**src/rtl/mpc_types.sv**
```systemverilog
// Shared types and constants for the memory-port crossbar.
// Bank/channel counts and the request/response payload formats live here.
package mpc_types;

    localparam int unsigned NUM_BANKS    = 4;
    localparam int unsigned NUM_CHANNELS = 3;
    localparam int unsigned BANK_W       = $clog2(NUM_BANKS);

    typedef struct packed {
        logic [7:0] id;
        logic       en;
    } mpc_cfg_t;

    typedef struct packed {
        logic        we;
        logic [15:0] addr;
        logic [31:0] wdata;
    } channel_req_t;

    typedef struct packed {
        logic [3:0]  src;
        logic [31:0] data;
    } channel_rsp_t;

    // Keeps only the lowest set bit, so a multi-hot destination becomes one-hot.
    function automatic logic [NUM_CHANNELS-1:0] lowest_set(input logic [NUM_CHANNELS-1:0] v);
        return v & (~v + NUM_CHANNELS'(1));
    endfunction

endpackage

```
**src/rtl/xbar_rsp_fifo.sv**
```systemverilog
// One bank response FIFO: payload plus one-hot destination per entry.
// Pointers carry an extra wrap bit so full and empty are told apart by the MSB.
module xbar_rsp_fifo
    import mpc_types::*;
#(
    parameter int unsigned DEPTH = 4
) (
    input  logic                    clk,
    input  logic                    rst_n,
    input  logic                    push_i,
    input  channel_rsp_t            push_data_i,
    input  logic [NUM_CHANNELS-1:0] push_dest_i,
    input  logic                    pop_i,
    output channel_rsp_t            head_data_o,
    output logic [NUM_CHANNELS-1:0] head_dest_o,
    output logic                    full_o,
    output logic                    empty_o
);

    localparam int unsigned AW = $clog2(DEPTH);

    channel_rsp_t            mem_data_q [DEPTH];
    logic [NUM_CHANNELS-1:0] mem_dest_q [DEPTH];
    logic [AW:0]             wr_ptr_q, wr_ptr_d;
    logic [AW:0]             rd_ptr_q, rd_ptr_d;
    logic                    do_push, do_pop;

    assign empty_o = (wr_ptr_q == rd_ptr_q);
    assign full_o  = (wr_ptr_q[AW] != rd_ptr_q[AW]) &&
                     (wr_ptr_q[AW-1:0] == rd_ptr_q[AW-1:0]);
    assign do_push = push_i & ~full_o;
    assign do_pop  = pop_i & ~empty_o;

    assign head_data_o = mem_data_q[rd_ptr_q[AW-1:0]];
    assign head_dest_o = mem_dest_q[rd_ptr_q[AW-1:0]];

    always_comb begin
        wr_ptr_d = wr_ptr_q;
        rd_ptr_d = rd_ptr_q;
        if (do_push) wr_ptr_d = wr_ptr_q + (AW+1)'(1);
        if (do_pop)  rd_ptr_d = rd_ptr_q + (AW+1)'(1);
    end

    always_ff @(posedge clk) begin
        if (!rst_n) begin
            wr_ptr_q <= '0;
            rd_ptr_q <= '0;
        end else begin
            wr_ptr_q <= wr_ptr_d;
            rd_ptr_q <= rd_ptr_d;
        end
    end

    // Storage is not reset; resetting the pointers is enough to drop every entry.
    always_ff @(posedge clk) begin
        if (do_push) begin
            mem_data_q[wr_ptr_q[AW-1:0]] <= push_data_i;
            mem_dest_q[wr_ptr_q[AW-1:0]] <= push_dest_i;
        end
    end

endmodule

```
**src/rtl/xbar_rsp_buffer.sv**
```systemverilog
// Buffers bank responses per bank and routes FIFO heads to channels
// through per-channel round-robin arbiters with stall-stable grants.
module xbar_rsp_buffer
    import mpc_types::*;
#(
    parameter mpc_cfg_t    Cfg   = '0,
    parameter int unsigned DEPTH = 4
) (
    input  logic         clk,
    input  logic         rst_n,
    input  logic         d_bank_0_rsp_valid,
    output logic         d_bank_0_rsp_ready,
    input  channel_rsp_t d_bank_0_rsp,
    input  logic [2:0]   d_bank_0_rsp_ch_1hot_id,
    input  logic         d_bank_1_rsp_valid,
    output logic         d_bank_1_rsp_ready,
    input  channel_rsp_t d_bank_1_rsp,
    input  logic [2:0]   d_bank_1_rsp_ch_1hot_id,
    input  logic         d_bank_2_rsp_valid,
    output logic         d_bank_2_rsp_ready,
    input  channel_rsp_t d_bank_2_rsp,
    input  logic [2:0]   d_bank_2_rsp_ch_1hot_id,
    input  logic         d_bank_3_rsp_valid,
    output logic         d_bank_3_rsp_ready,
    input  channel_rsp_t d_bank_3_rsp,
    input  logic [2:0]   d_bank_3_rsp_ch_1hot_id,
    output logic         u_channel_0_rsp_valid,
    input  logic         u_channel_0_rsp_ready,
    output channel_rsp_t u_channel_0_rsp,
    output logic         u_channel_1_rsp_valid,
    input  logic         u_channel_1_rsp_ready,
    output channel_rsp_t u_channel_1_rsp,
    output logic         u_channel_2_rsp_valid,
    input  logic         u_channel_2_rsp_ready,
    output channel_rsp_t u_channel_2_rsp
);

    logic cfg_unused;
    assign cfg_unused = ^Cfg;

    logic [NUM_BANKS-1:0]    bank_valid, bank_ready, fifo_push, fifo_pop, fifo_full, fifo_empty;
    channel_rsp_t            bank_data [NUM_BANKS];
    channel_rsp_t            head_data [NUM_BANKS];
    logic [NUM_CHANNELS-1:0] bank_dest [NUM_BANKS];
    logic [NUM_CHANNELS-1:0] head_dest [NUM_BANKS];

    logic [NUM_CHANNELS-1:0] ch_ready, ch_valid, ch_hs;
    channel_rsp_t            ch_data  [NUM_CHANNELS];
    logic [BANK_W-1:0]       ch_grant [NUM_CHANNELS];

    assign bank_valid = {d_bank_3_rsp_valid, d_bank_2_rsp_valid, d_bank_1_rsp_valid, d_bank_0_rsp_valid};
    assign bank_data[0] = d_bank_0_rsp;
    assign bank_data[1] = d_bank_1_rsp;
    assign bank_data[2] = d_bank_2_rsp;
    assign bank_data[3] = d_bank_3_rsp;
    assign bank_dest[0] = d_bank_0_rsp_ch_1hot_id;
    assign bank_dest[1] = d_bank_1_rsp_ch_1hot_id;
    assign bank_dest[2] = d_bank_2_rsp_ch_1hot_id;
    assign bank_dest[3] = d_bank_3_rsp_ch_1hot_id;
    assign {d_bank_3_rsp_ready, d_bank_2_rsp_ready, d_bank_1_rsp_ready, d_bank_0_rsp_ready} = bank_ready;

    assign ch_ready = {u_channel_2_rsp_ready, u_channel_1_rsp_ready, u_channel_0_rsp_ready};
    assign {u_channel_2_rsp_valid, u_channel_1_rsp_valid, u_channel_0_rsp_valid} = ch_valid;
    assign u_channel_0_rsp = ch_data[0];
    assign u_channel_1_rsp = ch_data[1];
    assign u_channel_2_rsp = ch_data[2];

    for (genvar gi = 0; gi < NUM_BANKS; gi++) begin : g_bank
        // Destination 000 is handshaked but never written.
        assign bank_ready[gi] = rst_n & ~fifo_full[gi];
        assign fifo_push[gi]  = bank_valid[gi] & bank_ready[gi] & (|bank_dest[gi]);

        xbar_rsp_fifo #(.DEPTH(DEPTH)) u_fifo (
            .clk         (clk),
            .rst_n       (rst_n),
            .push_i      (fifo_push[gi]),
            .push_data_i (bank_data[gi]),
            .push_dest_i (lowest_set(bank_dest[gi])),
            .pop_i       (fifo_pop[gi]),
            .head_data_o (head_data[gi]),
            .head_dest_o (head_dest[gi]),
            .full_o      (fifo_full[gi]),
            .empty_o     (fifo_empty[gi])
        );
    end

    for (genvar gi = 0; gi < NUM_CHANNELS; gi++) begin : g_chan
        logic [NUM_BANKS-1:0] req;
        logic [BANK_W-1:0]    rr_q, rr_d, lock_idx_q, grant, idx;
        logic                 lock_q, lock_d, found, valid, hs;

        always_comb begin
            req = '0;
            for (int b = 0; b < NUM_BANKS; b++) begin
                req[b] = ~fifo_empty[b] & head_dest[b][gi];
            end
        end

        // A stalled grant is locked so a newly arriving higher-priority bank cannot steal it.
        always_comb begin
            grant = rr_q;
            idx   = '0;
            found = 1'b0;
            for (int k = 0; k < NUM_BANKS; k++) begin
                idx = rr_q + BANK_W'(k);
                if (!found && req[idx]) begin
                    grant = idx;
                    found = 1'b1;
                end
            end
            if (lock_q) grant = lock_idx_q;
        end

        assign valid  = rst_n & (|req);
        assign hs     = valid & ch_ready[gi];
        assign rr_d   = hs ? grant + BANK_W'(1) : rr_q;
        assign lock_d = valid & ~ch_ready[gi];

        always_ff @(posedge clk) begin
            if (!rst_n) begin
                rr_q       <= '0;
                lock_q     <= 1'b0;
                lock_idx_q <= '0;
            end else begin
                rr_q       <= rr_d;
                lock_q     <= lock_d;
                lock_idx_q <= grant;
            end
        end

        assign ch_valid[gi] = valid;
        assign ch_hs[gi]    = hs;
        assign ch_grant[gi] = grant;
        assign ch_data[gi]  = valid ? head_data[grant] : '0;
    end

    // A one-hot head requests a single channel, so each FIFO sees at most one pop.
    always_comb begin
        fifo_pop = '0;
        for (int b = 0; b < NUM_BANKS; b++) begin
            for (int m = 0; m < NUM_CHANNELS; m++) begin
                if (ch_hs[m] && ch_grant[m] == BANK_W'(b)) fifo_pop[b] = 1'b1;
            end
        end
    end

endmodule

```
**config.mk**
```make
export PLATFORM = sky130hd
export DESIGN_NAME = xbar_rsp_buffer
export DESIGN_NICKNAME = d
export VERILOG_FILES = /design/src/rtl/mpc_types.sv /design/src/rtl/xbar_rsp_fifo.sv /design/src/rtl/xbar_rsp_buffer.sv
export SDC_FILE = /design/constraint.sdc
export NUM_CORES = 1
export LEC_CHECK = 0
export CELL_PAD_IN_SITES_DETAIL_PLACEMENT = 1
export CELL_PAD_IN_SITES_GLOBAL_PLACEMENT = 2
export CORE_ASPECT_RATIO = 0.6
export CORE_MARGIN = 4
export CORE_UTILIZATION = 43
export CTS_CLUSTER_DIAMETER = 30
export CTS_CLUSTER_SIZE = 40
export DETAILED_ROUTE_END_ITERATION = 16
export GPL_ROUTABILITY_DRIVEN = 0
export GPL_TIMING_DRIVEN = 1
export PLACE_DENSITY_LB_ADDON = 0.1
export SLEW_MARGIN = 20
export SYNTH_ARGS = -nofsm -noshare
export SYNTH_HDL_FRONTEND = slang
export SYNTH_SLANG_ARGS = --single-unit
```
**constraint.sdc**
```tcl
create_clock -name clk -period 4.5 [get_ports clk]
set_input_delay 0.9 -clock clk [delete_from_list [all_inputs] [get_ports clk]]
set_output_delay 0.9 -clock clk [all_outputs]
set_load 0.005 [all_outputs]
```
==> results.yml <==
synth:
  yosysWarningCount: 0
  syn_inst: 1576
  synthesis.nets: 1761
  netlist.area_leader.share_pct: 64.7
  synth-seq-cells: 671
  synth-main-ff-cell: "edfxtp_1"
  synth_area_um2: 28900
  async_flop_share_pct: 0
  seq_area_frac_synth_pct: 68.0
  synth_cell_types: 69
  synth_edf_count: 624
  yosysTopAreaCell: "edfxtp_1"
  synth_area_leaders: "edfxtp_1 65%, mux4_2 15%, dfxtp_1 3.3%, mux2i_1 2.2%, nor2_1 1.2%"
  syn_avg_cell_area_um2: 18.4
global_route:
  grt_usage_pct: 25.2
  grt_overflow: 0
  grt_max_degree: 41
  antenna_found_initial: 2
  grt_pass1_vias: 18746
  grt_pass1_wl_mm: 130
clock_tree:
  cts_made_buffers: 102
  cts.path.max_buffers: 3
  tritoncts: "done"
  root_buffer: "clkbuf_16"
  htreeDepth: 3
  numClockSinks: 671
  clk_latency_ns: 0.66
  clkTransAtPathRegs_ns: 0.05
  cts-hold-fix-buffers: 0
sta:
  hold_viol_final: 0
  fin_worst_skew_ns: 0.0186
  rsz0062_at_grt: "true"
  tightestPinTransition_ns: 0.740
  setup_slack_ns: -0.196
  fmax_mhz: 213
  period_share_pct: 104
  finalSetupViolCount: 56
  relSlewSlack_pct: 50.7
  period_minus_slack_ns: 4.70
  hold-worst-slack_ns: 0.525
  slew_violations: 0
place:
  place_area_um2: 33600
  dp_hpwl_mm: 62.0
  port_buffers: 279
  dpl.cell_count: 2780
routing:
  vias: 18159
  first_pass_iters: 7
  drtAntennaViolNets: 0
  routed_wl_mm: 93.5
  routed_via_density: 5.83
  drc: 0
  drt_iter0_markers: 1784
  wire_per_inst_um: 30.0
power:
  p_per_area_nw_per_um2: 537
  power_mw: 21.5
  leakagePower_nw: 13.6
  irDropWorstVdd_mv: 0.357
finish:
  syn2layout_area_growth_pct: 38.1
  mostFrequentLayoutCells: "624 x edfxtp_1, 192 x mux4_2, 171 x clkdlybuf4s50_1"
  layout.cells.non_filler: 3116
  fin_util_pct: 60.2
  final_common_cell: "edfxtp_1"
  design_area_um2: 40000
  layout-drive-gt1-share_pct: 45.4
  num-nets-final: 2310
die:
  die_x_um: 343
  num_io_pins: 280
  fp-row-count: 73
  core-area_um2: 66400
  fp.dieH_um: 209
  start_util_pct: 43.6
  die-area_um2: 71700
setup_path:
  startpoint_type: "flip-flop"
  criticalPathCategory: "reg2out"
  worstPathArrival_ns: 3.80
  critPathRequiredTime_ns: 3.60
  endpoint_kind: "primary output"
  critPathMaxFanout: 5
worst_hold_path:
  hold_class: "reg2reg"
run_status:
  violations: "negative setup slack"
  outcome: "finished, violations left"
run:
  cap_violations: 0
-- flip-flops by register name (all words and copies together) (netlist names), named ones only --
name / cells
g_chan.lock_q: 3
g_bank.u_fifo.mem_dest_q: 48
g_bank.u_fifo.rd_ptr_q: 12
g_chan.rr_q: 6
g_bank.u_fifo.wr_ptr_q: 12
g_bank.u_fifo.mem_data_q: 576
g_chan.lock_idx_q: 6
-- final timing paths --
| path | endpoint | startpoint | cells past startpoint | slack, ns |
|---|---|---|---|---|
| max | u_channel_2_rsp[7] | g_bank[0].u_fifo.mem_dest_q[0][2] | 14 | -0.20 |
| min | g_bank[0].u_fifo.rd_ptr_q[0] | g_bank[0].u_fifo.rd_ptr_q[0] | 1 | 0.53 |
| min reg2reg | g_bank[0].u_fifo.rd_ptr_q[0] | g_bank[0].u_fifo.rd_ptr_q[0] | 1 | 0.53 |
| max reg2reg | flip-flop | flip-flop | 11 | 0.85 |
-- cells by family (layout without fill, tap and decap cells) --
family                   Yosys count  in the layout  synth area share [%]
AND/OR/NAND/NOR                  281            281                  4.86
adder cells (fa/ha/maj)           20             20                 0.864
buffers and inverters            108            743                  1.76
XOR/XNOR                          22             22                 0.821
AO/OA/AOI/OAI                    191            191                  5.51
multiplexers                     283            283                  18.2
flip-flops                       671            671                  68.0
other                              0              5                     0
-- synth_stat cells (5+ instances only) --
| cell | n |
|---|---|
| edfxtp_1 | 624 |
| mux4_2 | 192 |
| nor2_1 | 92 |
| mux2i_1 | 63 |
| and2_1 | 55 |
| clkbuf_1 | 52 |
| dfxtp_1 | 47 |
| nand2_1 | 44 |
| a21oi_1 | 36 |
| mux2_2 | 28 |
| nor2b_1 | 26 |
| nor3_1 | 26 |
| buf_2 | 21 |
| ha_1 | 20 |
| inv_1 | 20 |
| o221ai_1 | 19 |
| a211oi_1 | 18 |
| a2111oi_2 | 15 |
| o22ai_1 | 13 |
| o21ai_0 | 12 |
| and3_1 | 11 |
| xnor2_1 | 10 |
| buf_6 | 9 |
| o31a_1 | 8 |
| o31ai_1 | 8 |
| nor3b_1 | 7 |
| a2111oi_1 | 6 |
| o311a_1 | 6 |
| xor2_1 | 6 |
| xor2_2 | 6 |
| a211oi_2 | 5 |
| o311ai_0 | 5 |
| or3_1 | 5 |
-- per-stage QoR --
| step | setup slack (ns) | TNS, ns |
|---|---|---|
| finish | -0.196 | -4.00 |
| global route | -0.297 | -12.32 |
| CTS | -0.175 | -4.41 |
| detailed placement | -0.0263 | -0.0263 |
| global placement | -0.0562 | -0.0562 |
| floorplan | 0.930 | 0 |
-- power breakdown --
part,switching [mW],internal (mW)
Sequential,0.0929,6.99
Combinational,3.23,3.24
Clock,2.99,4.93
-- layer usage --
layer	global-route usage (%)	vias to the layer above	part of all wire (%)
met2	35.1	750	44
met3	10.2	129	10
met5	0	-	0.021
li1	-	7647	-
met1	36.9	9631	44
met4	6.68	2	2.1
-- critical path, cell delays in order, from the launching register on --
cell and delay [ns]:
edfxtp_1 0.39, mux4_2 0.53, o31ai_2 0.09, buf_4 0.20, nor2_2 0.04, or4_4 0.56
a31oi_4 0.22, buf_12 0.15, buf_12 0.13, buf_6 0.11, buf_6 0.09, buf_6 0.09
o221ai_4 0.10, a21oi_4 0.28, buf_6 0.14
-- cell type report --
cell class,count,area (um2)
diodes,5,12.5
clock buffers,116,2640
clock inverters,74,866
fillers,5837,26400
inverters,21,78.8
multi-input cells,797,10200
flip-flops and latches,671,19700
well taps,900,1130
repair buffers,532,5370
-- timing repair --
| action | in CTS | in global routing |
|---|---|---|
| pin swaps | 54 | 75 |
| cloned | 9 | 6 |
| buffers inserted | 86 | 58 |
| gates resized for setup | 537 | 305 |
| endpoints found under the setup margin | 108 | 108 |
| hold endpoints to repair | 0 | 0 |
Note: power is estimated with default switching activity, not from simulation.
